[config.mk]
export PLATFORM = sky130hd
export DESIGN_NAME = mem_port_arbiter_flat
export DESIGN_NICKNAME = d
export VERILOG_FILES = /design/src/rtl/mem_port_arbiter_if.sv /design/src/rtl/mem_port_arbiter.sv /design/src/flat_wrapper.sv
export SDC_FILE = /design/constraint.sdc
export NUM_CORES = 1
export LEC_CHECK = 0
export CAP_MARGIN = 20
export CORE_ASPECT_RATIO = 0.7
export CORE_UTILIZATION = 43
export CTS_CLUSTER_SIZE = 8
export DETAILED_ROUTE_END_ITERATION = 16
export GPL_ROUTABILITY_DRIVEN = 0
export PLACE_DENSITY = 0.84
export SKIP_CTS_REPAIR_TIMING = 1
export SLEW_MARGIN = 10
export SYNTH_ARGS = -nofsm -noshare
export SYNTH_HDL_FRONTEND = slang
export SYNTH_SLANG_ARGS = --single-unit
[constraint.sdc]
create_clock -name clk -period 3.6 [get_ports clk]
set_clock_uncertainty 0.15 [all_clocks]
set_input_delay 0.54 -clock clk [delete_from_list [all_inputs] [get_ports clk]]
set_output_delay 0.54 -clock clk [all_outputs]
set_load 0.005 [all_outputs]
[src/rtl/mem_port_arbiter_if.sv]
// Handshake bundle between the fetch port, the load/store port and the shared memory.
// The slave modport is the arbiter's view; master is the core/memory side.
interface mem_port_arbiter_if #(
    parameter int ADDR_W = 12,
    parameter int DATA_W = 32
);
    logic              if_req;
    logic [ADDR_W-1:0] if_addr;
    logic              if_gnt;
    logic              if_rvalid;
    logic [DATA_W-1:0] if_rdata;

    logic              d_req;
    logic              d_we;
    logic [ADDR_W-1:0] d_addr;
    logic [DATA_W-1:0] d_wdata;
    logic [3:0]        d_be;
    logic              d_gnt;
    logic              d_rvalid;
    logic [DATA_W-1:0] d_rdata;

    logic              mem_en;
    logic              mem_we;
    logic [ADDR_W-1:0] mem_addr;
    logic [DATA_W-1:0] mem_wdata;
    logic [3:0]        mem_be;
    logic [DATA_W-1:0] mem_rdata;

    logic              busy;

    modport slave (
        input  if_req, if_addr, d_req, d_we, d_addr, d_wdata, d_be, mem_rdata,
        output if_gnt, if_rvalid, if_rdata, d_gnt, d_rvalid, d_rdata,
        output mem_en, mem_we, mem_addr, mem_wdata, mem_be, busy
    );

    modport master (
        output if_req, if_addr, d_req, d_we, d_addr, d_wdata, d_be, mem_rdata,
        input  if_gnt, if_rvalid, if_rdata, d_gnt, d_rvalid, d_rdata,
        input  mem_en, mem_we, mem_addr, mem_wdata, mem_be, busy
    );
endinterface

[src/rtl/mem_port_arbiter.sv]
// Arbitrates one single-port unified memory between instruction fetch and load/store.
// Data has priority; a starvation counter hands fetch the port after STARVE_MAX lost rounds.
module mem_port_arbiter_chk #(
    parameter int MEM_LAT    = 1,
    parameter int STARVE_MAX = 4
) (
    input logic clk
);
    a_mem_lat_range: assert property (@(posedge clk) (MEM_LAT >= 1) && (MEM_LAT <= 4));
    a_starve_range:  assert property (@(posedge clk) (STARVE_MAX >= 1) && (STARVE_MAX <= 15));
endmodule

module mem_port_arbiter #(
    parameter int ADDR_W     = 12,
    parameter int DATA_W     = 32,
    parameter int MEM_LAT    = 1,
    parameter int STARVE_MAX = 4
) (
    input  logic              clk,
    input  logic              reset,
    mem_port_arbiter_if.slave bus
);
    typedef enum logic [0:0] {S_IDLE = 1'b0, S_WAIT = 1'b1} state_e;
    typedef enum logic [1:0] {OWN_NONE = 2'd0, OWN_IF = 2'd1, OWN_D = 2'd2} owner_e;

    localparam logic [1:0] LAT_LAST   = 2'(MEM_LAT - 1);
    localparam logic [3:0] STARVE_LIM = 4'(STARVE_MAX);

    state_e            state_q, state_d;
    owner_e            owner_q, owner_d;
    logic [1:0]        lat_q, lat_d;
    logic [3:0]        starve_q, starve_d;
    logic [ADDR_W-1:0] addr_q, addr_d;
    logic [DATA_W-1:0] wdata_q, wdata_d;
    logic [3:0]        be_q, be_d;
    logic              if_rvalid_q, d_rvalid_q;
    logic [DATA_W-1:0] if_rdata_q, d_rdata_q;
    logic              d_win_s, if_win_s, capture_s;

    mem_port_arbiter_chk #(.MEM_LAT(MEM_LAT), .STARVE_MAX(STARVE_MAX)) u_chk (.clk(clk));

    // Pick this cycle's winner; only an idle port can grant.
    always_comb begin
        d_win_s  = 1'b0;
        if_win_s = 1'b0;
        if (state_q == S_IDLE) begin
            if (bus.d_req && (starve_q < STARVE_LIM)) begin
                d_win_s = 1'b1;
            end else if (bus.if_req) begin
                if_win_s = 1'b1;
            end else if (bus.d_req) begin
                d_win_s = 1'b1;
            end else begin
                d_win_s = 1'b0;
            end
        end else begin
            if_win_s = 1'b0;
        end
    end

    // Next state, captured request fields, starvation tracking and read completion.
    always_comb begin
        state_d   = state_q;
        owner_d   = owner_q;
        lat_d     = lat_q;
        starve_d  = starve_q;
        addr_d    = addr_q;
        wdata_d   = wdata_q;
        be_d      = be_q;
        capture_s = 1'b0;
        case (state_q)
            S_IDLE: begin
                if (d_win_s) begin
                    addr_d  = bus.d_addr;
                    wdata_d = bus.d_wdata;
                    be_d    = bus.d_we ? bus.d_be : 4'hF;
                    if (!bus.d_we) begin
                        state_d = S_WAIT;
                        owner_d = OWN_D;
                        lat_d   = 2'd0;
                    end else begin
                        state_d = S_IDLE;
                    end
                end else if (if_win_s) begin
                    addr_d  = bus.if_addr;
                    be_d    = 4'hF;
                    state_d = S_WAIT;
                    owner_d = OWN_IF;
                    lat_d   = 2'd0;
                end else begin
                    state_d = S_IDLE;
                end
                // Only a fetch that is actually waiting counts as starved.
                if (!bus.if_req || if_win_s) begin
                    starve_d = 4'd0;
                end else if (d_win_s && (starve_q < STARVE_LIM)) begin
                    starve_d = starve_q + 4'd1;
                end else begin
                    starve_d = starve_q;
                end
            end
            S_WAIT: begin
                if (!bus.if_req) begin
                    starve_d = 4'd0;
                end else begin
                    starve_d = starve_q;
                end
                if (lat_q == LAT_LAST) begin
                    capture_s = 1'b1;
                    state_d   = S_IDLE;
                    owner_d   = OWN_NONE;
                    lat_d     = 2'd0;
                end else begin
                    lat_d = lat_q + 2'd1;
                end
            end
            default: begin
                state_d = S_IDLE;
                owner_d = OWN_NONE;
                lat_d   = 2'd0;
            end
        endcase
    end

    // State and response registers with synchronous active-low reset.
    always_ff @(posedge clk) begin
        if (!reset) begin
            state_q     <= S_IDLE;
            owner_q     <= OWN_NONE;
            lat_q       <= 2'd0;
            starve_q    <= 4'd0;
            addr_q      <= '0;
            wdata_q     <= '0;
            be_q        <= 4'h0;
            if_rvalid_q <= 1'b0;
            d_rvalid_q  <= 1'b0;
            if_rdata_q  <= '0;
            d_rdata_q   <= '0;
        end else begin
            state_q     <= state_d;
            owner_q     <= owner_d;
            lat_q       <= lat_d;
            starve_q    <= starve_d;
            addr_q      <= addr_d;
            wdata_q     <= wdata_d;
            be_q        <= be_d;
            if_rvalid_q <= capture_s && (owner_q == OWN_IF);
            d_rvalid_q  <= capture_s && (owner_q == OWN_D);
            if (capture_s && (owner_q == OWN_IF)) begin
                if_rdata_q <= bus.mem_rdata;
            end
            if (capture_s && (owner_q == OWN_D)) begin
                d_rdata_q <= bus.mem_rdata;
            end
        end
    end

    // Grant and strobe paths are combinational so the memory sees the request in the grant cycle.
    assign bus.if_gnt    = reset & if_win_s;
    assign bus.d_gnt     = reset & d_win_s;
    assign bus.mem_en    = reset & (if_win_s | d_win_s);
    assign bus.mem_we    = reset & d_win_s & bus.d_we;
    assign bus.mem_addr  = addr_d;
    assign bus.mem_wdata = wdata_d;
    assign bus.mem_be    = be_d;
    assign bus.busy      = reset & (state_q == S_WAIT);
    assign bus.if_rvalid = if_rvalid_q;
    assign bus.if_rdata  = if_rdata_q;
    assign bus.d_rvalid  = d_rvalid_q;
    assign bus.d_rdata   = d_rdata_q;
endmodule
[src/flat_wrapper.sv]
// flat-port wrapper written by rule: the top's interface ports become plain ports
module mem_port_arbiter_flat 
#(
    parameter int ADDR_W     = 12,
    parameter int DATA_W     = 32,
    parameter int MEM_LAT    = 1,
    parameter int STARVE_MAX = 4
)
  (clk, reset, bus_if_req, bus_if_addr, bus_d_req, bus_d_we, bus_d_addr, bus_d_wdata, bus_d_be, bus_mem_rdata, bus_if_gnt, bus_if_rvalid, bus_if_rdata, bus_d_gnt, bus_d_rvalid, bus_d_rdata, bus_mem_en, bus_mem_we, bus_mem_addr, bus_mem_wdata, bus_mem_be, bus_busy);
  mem_port_arbiter_if #(.ADDR_W(ADDR_W), .DATA_W(DATA_W)) bus_i ();
  input  logic clk;
  input  logic reset;
  input wire logic [$bits(bus_i.if_req)-1:0] bus_if_req;
  input wire logic [$bits(bus_i.if_addr)-1:0] bus_if_addr;
  input wire logic [$bits(bus_i.d_req)-1:0] bus_d_req;
  input wire logic [$bits(bus_i.d_we)-1:0] bus_d_we;
  input wire logic [$bits(bus_i.d_addr)-1:0] bus_d_addr;
  input wire logic [$bits(bus_i.d_wdata)-1:0] bus_d_wdata;
  input wire logic [$bits(bus_i.d_be)-1:0] bus_d_be;
  input wire logic [$bits(bus_i.mem_rdata)-1:0] bus_mem_rdata;
  output wire logic [$bits(bus_i.if_gnt)-1:0] bus_if_gnt;
  output wire logic [$bits(bus_i.if_rvalid)-1:0] bus_if_rvalid;
  output wire logic [$bits(bus_i.if_rdata)-1:0] bus_if_rdata;
  output wire logic [$bits(bus_i.d_gnt)-1:0] bus_d_gnt;
  output wire logic [$bits(bus_i.d_rvalid)-1:0] bus_d_rvalid;
  output wire logic [$bits(bus_i.d_rdata)-1:0] bus_d_rdata;
  output wire logic [$bits(bus_i.mem_en)-1:0] bus_mem_en;
  output wire logic [$bits(bus_i.mem_we)-1:0] bus_mem_we;
  output wire logic [$bits(bus_i.mem_addr)-1:0] bus_mem_addr;
  output wire logic [$bits(bus_i.mem_wdata)-1:0] bus_mem_wdata;
  output wire logic [$bits(bus_i.mem_be)-1:0] bus_mem_be;
  output wire logic [$bits(bus_i.busy)-1:0] bus_busy;
  assign bus_i.if_req = bus_if_req;
  assign bus_i.if_addr = bus_if_addr;
  assign bus_i.d_req = bus_d_req;
  assign bus_i.d_we = bus_d_we;
  assign bus_i.d_addr = bus_d_addr;
  assign bus_i.d_wdata = bus_d_wdata;
  assign bus_i.d_be = bus_d_be;
  assign bus_i.mem_rdata = bus_mem_rdata;
  assign bus_if_gnt = bus_i.if_gnt;
  assign bus_if_rvalid = bus_i.if_rvalid;
  assign bus_if_rdata = bus_i.if_rdata;
  assign bus_d_gnt = bus_i.d_gnt;
  assign bus_d_rvalid = bus_i.d_rvalid;
  assign bus_d_rdata = bus_i.d_rdata;
  assign bus_mem_en = bus_i.mem_en;
  assign bus_mem_we = bus_i.mem_we;
  assign bus_mem_addr = bus_i.mem_addr;
  assign bus_mem_wdata = bus_i.mem_wdata;
  assign bus_mem_be = bus_i.mem_be;
  assign bus_busy = bus_i.busy;
  mem_port_arbiter #(.ADDR_W(ADDR_W), .DATA_W(DATA_W), .MEM_LAT(MEM_LAT), .STARVE_MAX(STARVE_MAX)) u_core (.clk(clk), .reset(reset), .bus(bus_i));
endmodule
==> flow_metrics.env <==
export IMPL_path_clk_slew_ns=0.05
export IMPL_drt_iter0_drc=315
export IMPL_hold_viol=0
export IMPL_r2r_slack_ns=1.56
export IMPL_total_power_w=0.00381
export IMPL_post_route_util_pct=72.9
export IMPL_grt_pass1_vias=4997
export IMPL_wl_um=15000
export IMPL_drive_above_1_share_pct=7.21
export IMPL_place_ws_ns=0.172
export IMPL_die_w_um=128
export IMPL_status="finished clean"
export IMPL_track_usage_pct=26.6
export IMPL_ys_types=31
export IMPL_die_height_um=90.3
export IMPL_worst_path_largest_cell_delay_ns=0.85
export IMPL_hp_class="flip-flop to flip-flop"
export IMPL_wl_per_cell_um=15.5
export IMPL_yosysWarnings=0
export IMPL_core_area_um2=10600
export IMPL_antenna_cells=0
export IMPL_hold_ws_ns=0.304
export IMPL_rsz0062_at_grt="no"
export IMPL_numCtsBuffers=17
export IMPL_critPathMaxFanout=13
export IMPL_nets=905
export IMPL_cts_tree="yes"
export IMPL_syn_area_per_cell_um2=7.90
export IMPL_max_slew_worst_pin_slew_ns=1.02
export IMPL_multiInputGateArea_um2=2110
export IMPL_power_density_nw_per_um2=493
export IMPL_cap_violations=0
export IMPL_hpwl_um=10300
export IMPL_internal_power_w=0.00296
export IMPL_post_route_min_period_ns=3.48
export IMPL_cp_top_family="compound AO/OA/AOI/OAI gates"
export IMPL_die_area_um2=11600
export IMPL_htree_levels=4
export IMPL_p_leak_nw=2.92
export IMPL_synth_edf_count=0
export IMPL_async_reset_ff_share_pct=0
export IMPL_first_pass_iters=5
export IMPL_viasPerCell=5.30
export IMPL_syn_to_final_growth_pct=61.4
export IMPL_p_switching_w=0.000850
export IMPL_fin_crit_sh_pct=96.6
export IMPL_initial_utilization_pct=45.2
export IMPL_boundaryPins=216
export IMPL_ys_seq_area_share_pct=51.5
export IMPL_final_setup_viol_count=0
export IMPL_num_rows=31
export IMPL_synthFlopType="dfxtp_1"
export IMPL_pwr_share_clk_pct=49.1
export IMPL_worst_setup_path_end_kind="output pin"
export IMPL_cts_sink_count=123
export IMPL_syn_inst=606
export IMPL_swShare_pct=22.3
export IMPL_drv_slew=0
export IMPL_syn_nets=706
export IMPL_antenna_found_initial=0
export IMPL_tns_ns=0
export IMPL_critPathBufInv=2
export IMPL_max_freq_mhz=287
export IMPL_slew_headroom_pct=32.1
export IMPL_num_vias=5118
export IMPL_grt_pass1_wl_um=24500
export IMPL_clockBufferDepth=2
export IMPL_cp_start_kind="input port"
export IMPL_rr_worst_depth=3
export IMPL_seqCellArea_um2=2460
export IMPL_seqPwrFrac_pct=37.8
export IMPL_grt_overflow_total=0
export IMPL_portBuffers=215
export IMPL_grt_max_degree=62
export IMPL_fill_cells=797
export IMPL_whs_path_depth=2
export IMPL_crit_chain="clkdlybuf4s50_1 -> o21bai_1 -> a32o_1 -> or2_2 -> clkdlybuf4s50_1"
export IMPL_cp_common_cell="clkdlybuf4s50_1"
export IMPL_crit_slowest_cell="o21bai_1"
export IMPL_drc=0
export IMPL_layout_setup_ws_ns=0.122
export IMPL_required_ns=2.91
export IMPL_ant_nets=0
export IMPL_synth_seq_cells=123
export IMPL_cp_depth=5
export IMPL_pwr_share_comb_pct=13.0
export IMPL_clock_root_buffer="clkbuf_16"
export IMPL_path_class="input port to output pin"
export IMPL_max_vdd_ir_drop_uv=344
export IMPL_cp_data_arrival_time_ns=2.79
export IMPL_syn_area_um2=4790
export IMPL_clk_insertion_delay_late_ns=0.40
[tightest hold or removal path: cells and delay by family, from the launching register on]
family / cells / cell delay, ns
compound gates: 1 / 0.05
simple gates: 1 / 0.05
flops: 1 / 0.30
[per-stage QoR]
step	std cells	instance area [µm²]
after global routing	966	7720
final	966	7720
after global placement	934	7060
after floorplan	606	4790
after detailed placement	934	7060
after CTS	966	7720
[Yosys cell counts, types with 4 or more instances]
| cell type | n | area [µm²] |
|---|---|---|
| nand2_1 | 180 | 676 |
| nand3_1 | 42 | 210 |
| a32oi_1 | 9 | 78.8 |
| o22a_1 | 4 | 35.0 |
| inv_1 | 4 | 15.0 |
| o21ai_0 | 33 | 165 |
| and3_1 | 5 | 31.3 |
| a21oi_1 | 109 | 546 |
| dfxtp_1 | 123 | 2460 |
| o21a_1 | 4 | 30.0 |
| o221a_2 | 4 | 45.0 |
| nor2_1 | 10 | 37.5 |
| clkbuf_1 | 36 | 135 |
| buf_2 | 11 | 55.1 |
[per-layer routing]
metal / vias up / GRT usage (%) / wire length [µm]
li1: 2476 / - / -
met1: 2417 / 31.7 / 6250
met2: 199 / 46.4 / 7520
met3: 26 / 6.10 / 955
met4: 0 / 10.2 / 287
met5: - / 0 / 0
[sequential cells by signal, summed over array words and instances (netlist names)]
name / count
u_core.owner_q: 2
u_core.be_q: 4
u_core.addr_q: 12
u_core.state_q: 1
u_core.bus.d_rdata: 32
u_core.lat_q: 2
u_core.starve_q: 4
u_core.bus.if_rdata: 32
u_core.wdata_q: 32
u_core.bus.d_rvalid: 1
u_core.bus.if_rvalid: 1
[cell families (layout without fill, tap and decap cells)]
| logic type | count (synthesis) | after routing | synth area share [%] |
|---|---|---|---|
| compound gates | 173 | 173 | 20.8 |
| flops | 123 | 123 | 51.5 |
| buf+inv | 54 | 266 | 4.52 |
| simple gates | 253 | 253 | 22.5 |
| fa+ha+maj | 3 | 3 | 0.784 |
[final timing paths]
check                          from                endpoint
min          u_core.bus.if_rdata[4]  u_core.bus.if_rdata[4]
max reg2reg      u_core.starve_q[3]          u_core.be_q[3]
max                       bus_d_req         bus_mem_addr[9]
min reg2reg  u_core.bus.if_rdata[4]  u_core.bus.if_rdata[4]
[power groups by stage]
| stage | Clock, W | Combinational [W] | Sequential, W |
|---|---|---|---|
| after floorplan | 0 | 0.000193 | 0.00146 |
| after global placement | 0 | 0.000479 | 0.00147 |
| after detailed placement | 0 | 0.000492 | 0.00147 |
| after CTS | 0.00189 | 0.000496 | 0.00144 |
| after global routing | 0.00196 | 0.000537 | 0.00144 |
| final | 0.00187 | 0.000496 | 0.00144 |
[cells in the final DEF (no fill, tap or decap), drive strengths merged, types with 9 or more instances in the layout]
| cell | count |
|---|---|
| nand2 | 180 |
| a32oi | 9 |
| nand3 | 42 |
| clkdlybuf4s50 | 215 |
| clkbuf | 19 |
| o21ai | 34 |
| a21oi | 109 |
| nor2 | 10 |
| buf | 15 |
| dfxtp | 123 |
[final cells by class]
cell class | count | share of cell area (%)
Clock buffer | 19 | 5.74
Clock inverter | 13 | 2.80
Inverter | 4 | 0.211
Multi-Input combinational cell | 429 | 27.3
Sequential cell | 123 | 31.9
Tap cell | 148 | 2.40
Timing Repair Buffer | 230 | 29.7
No activity file was read; power rests on OpenSTA's default activity.
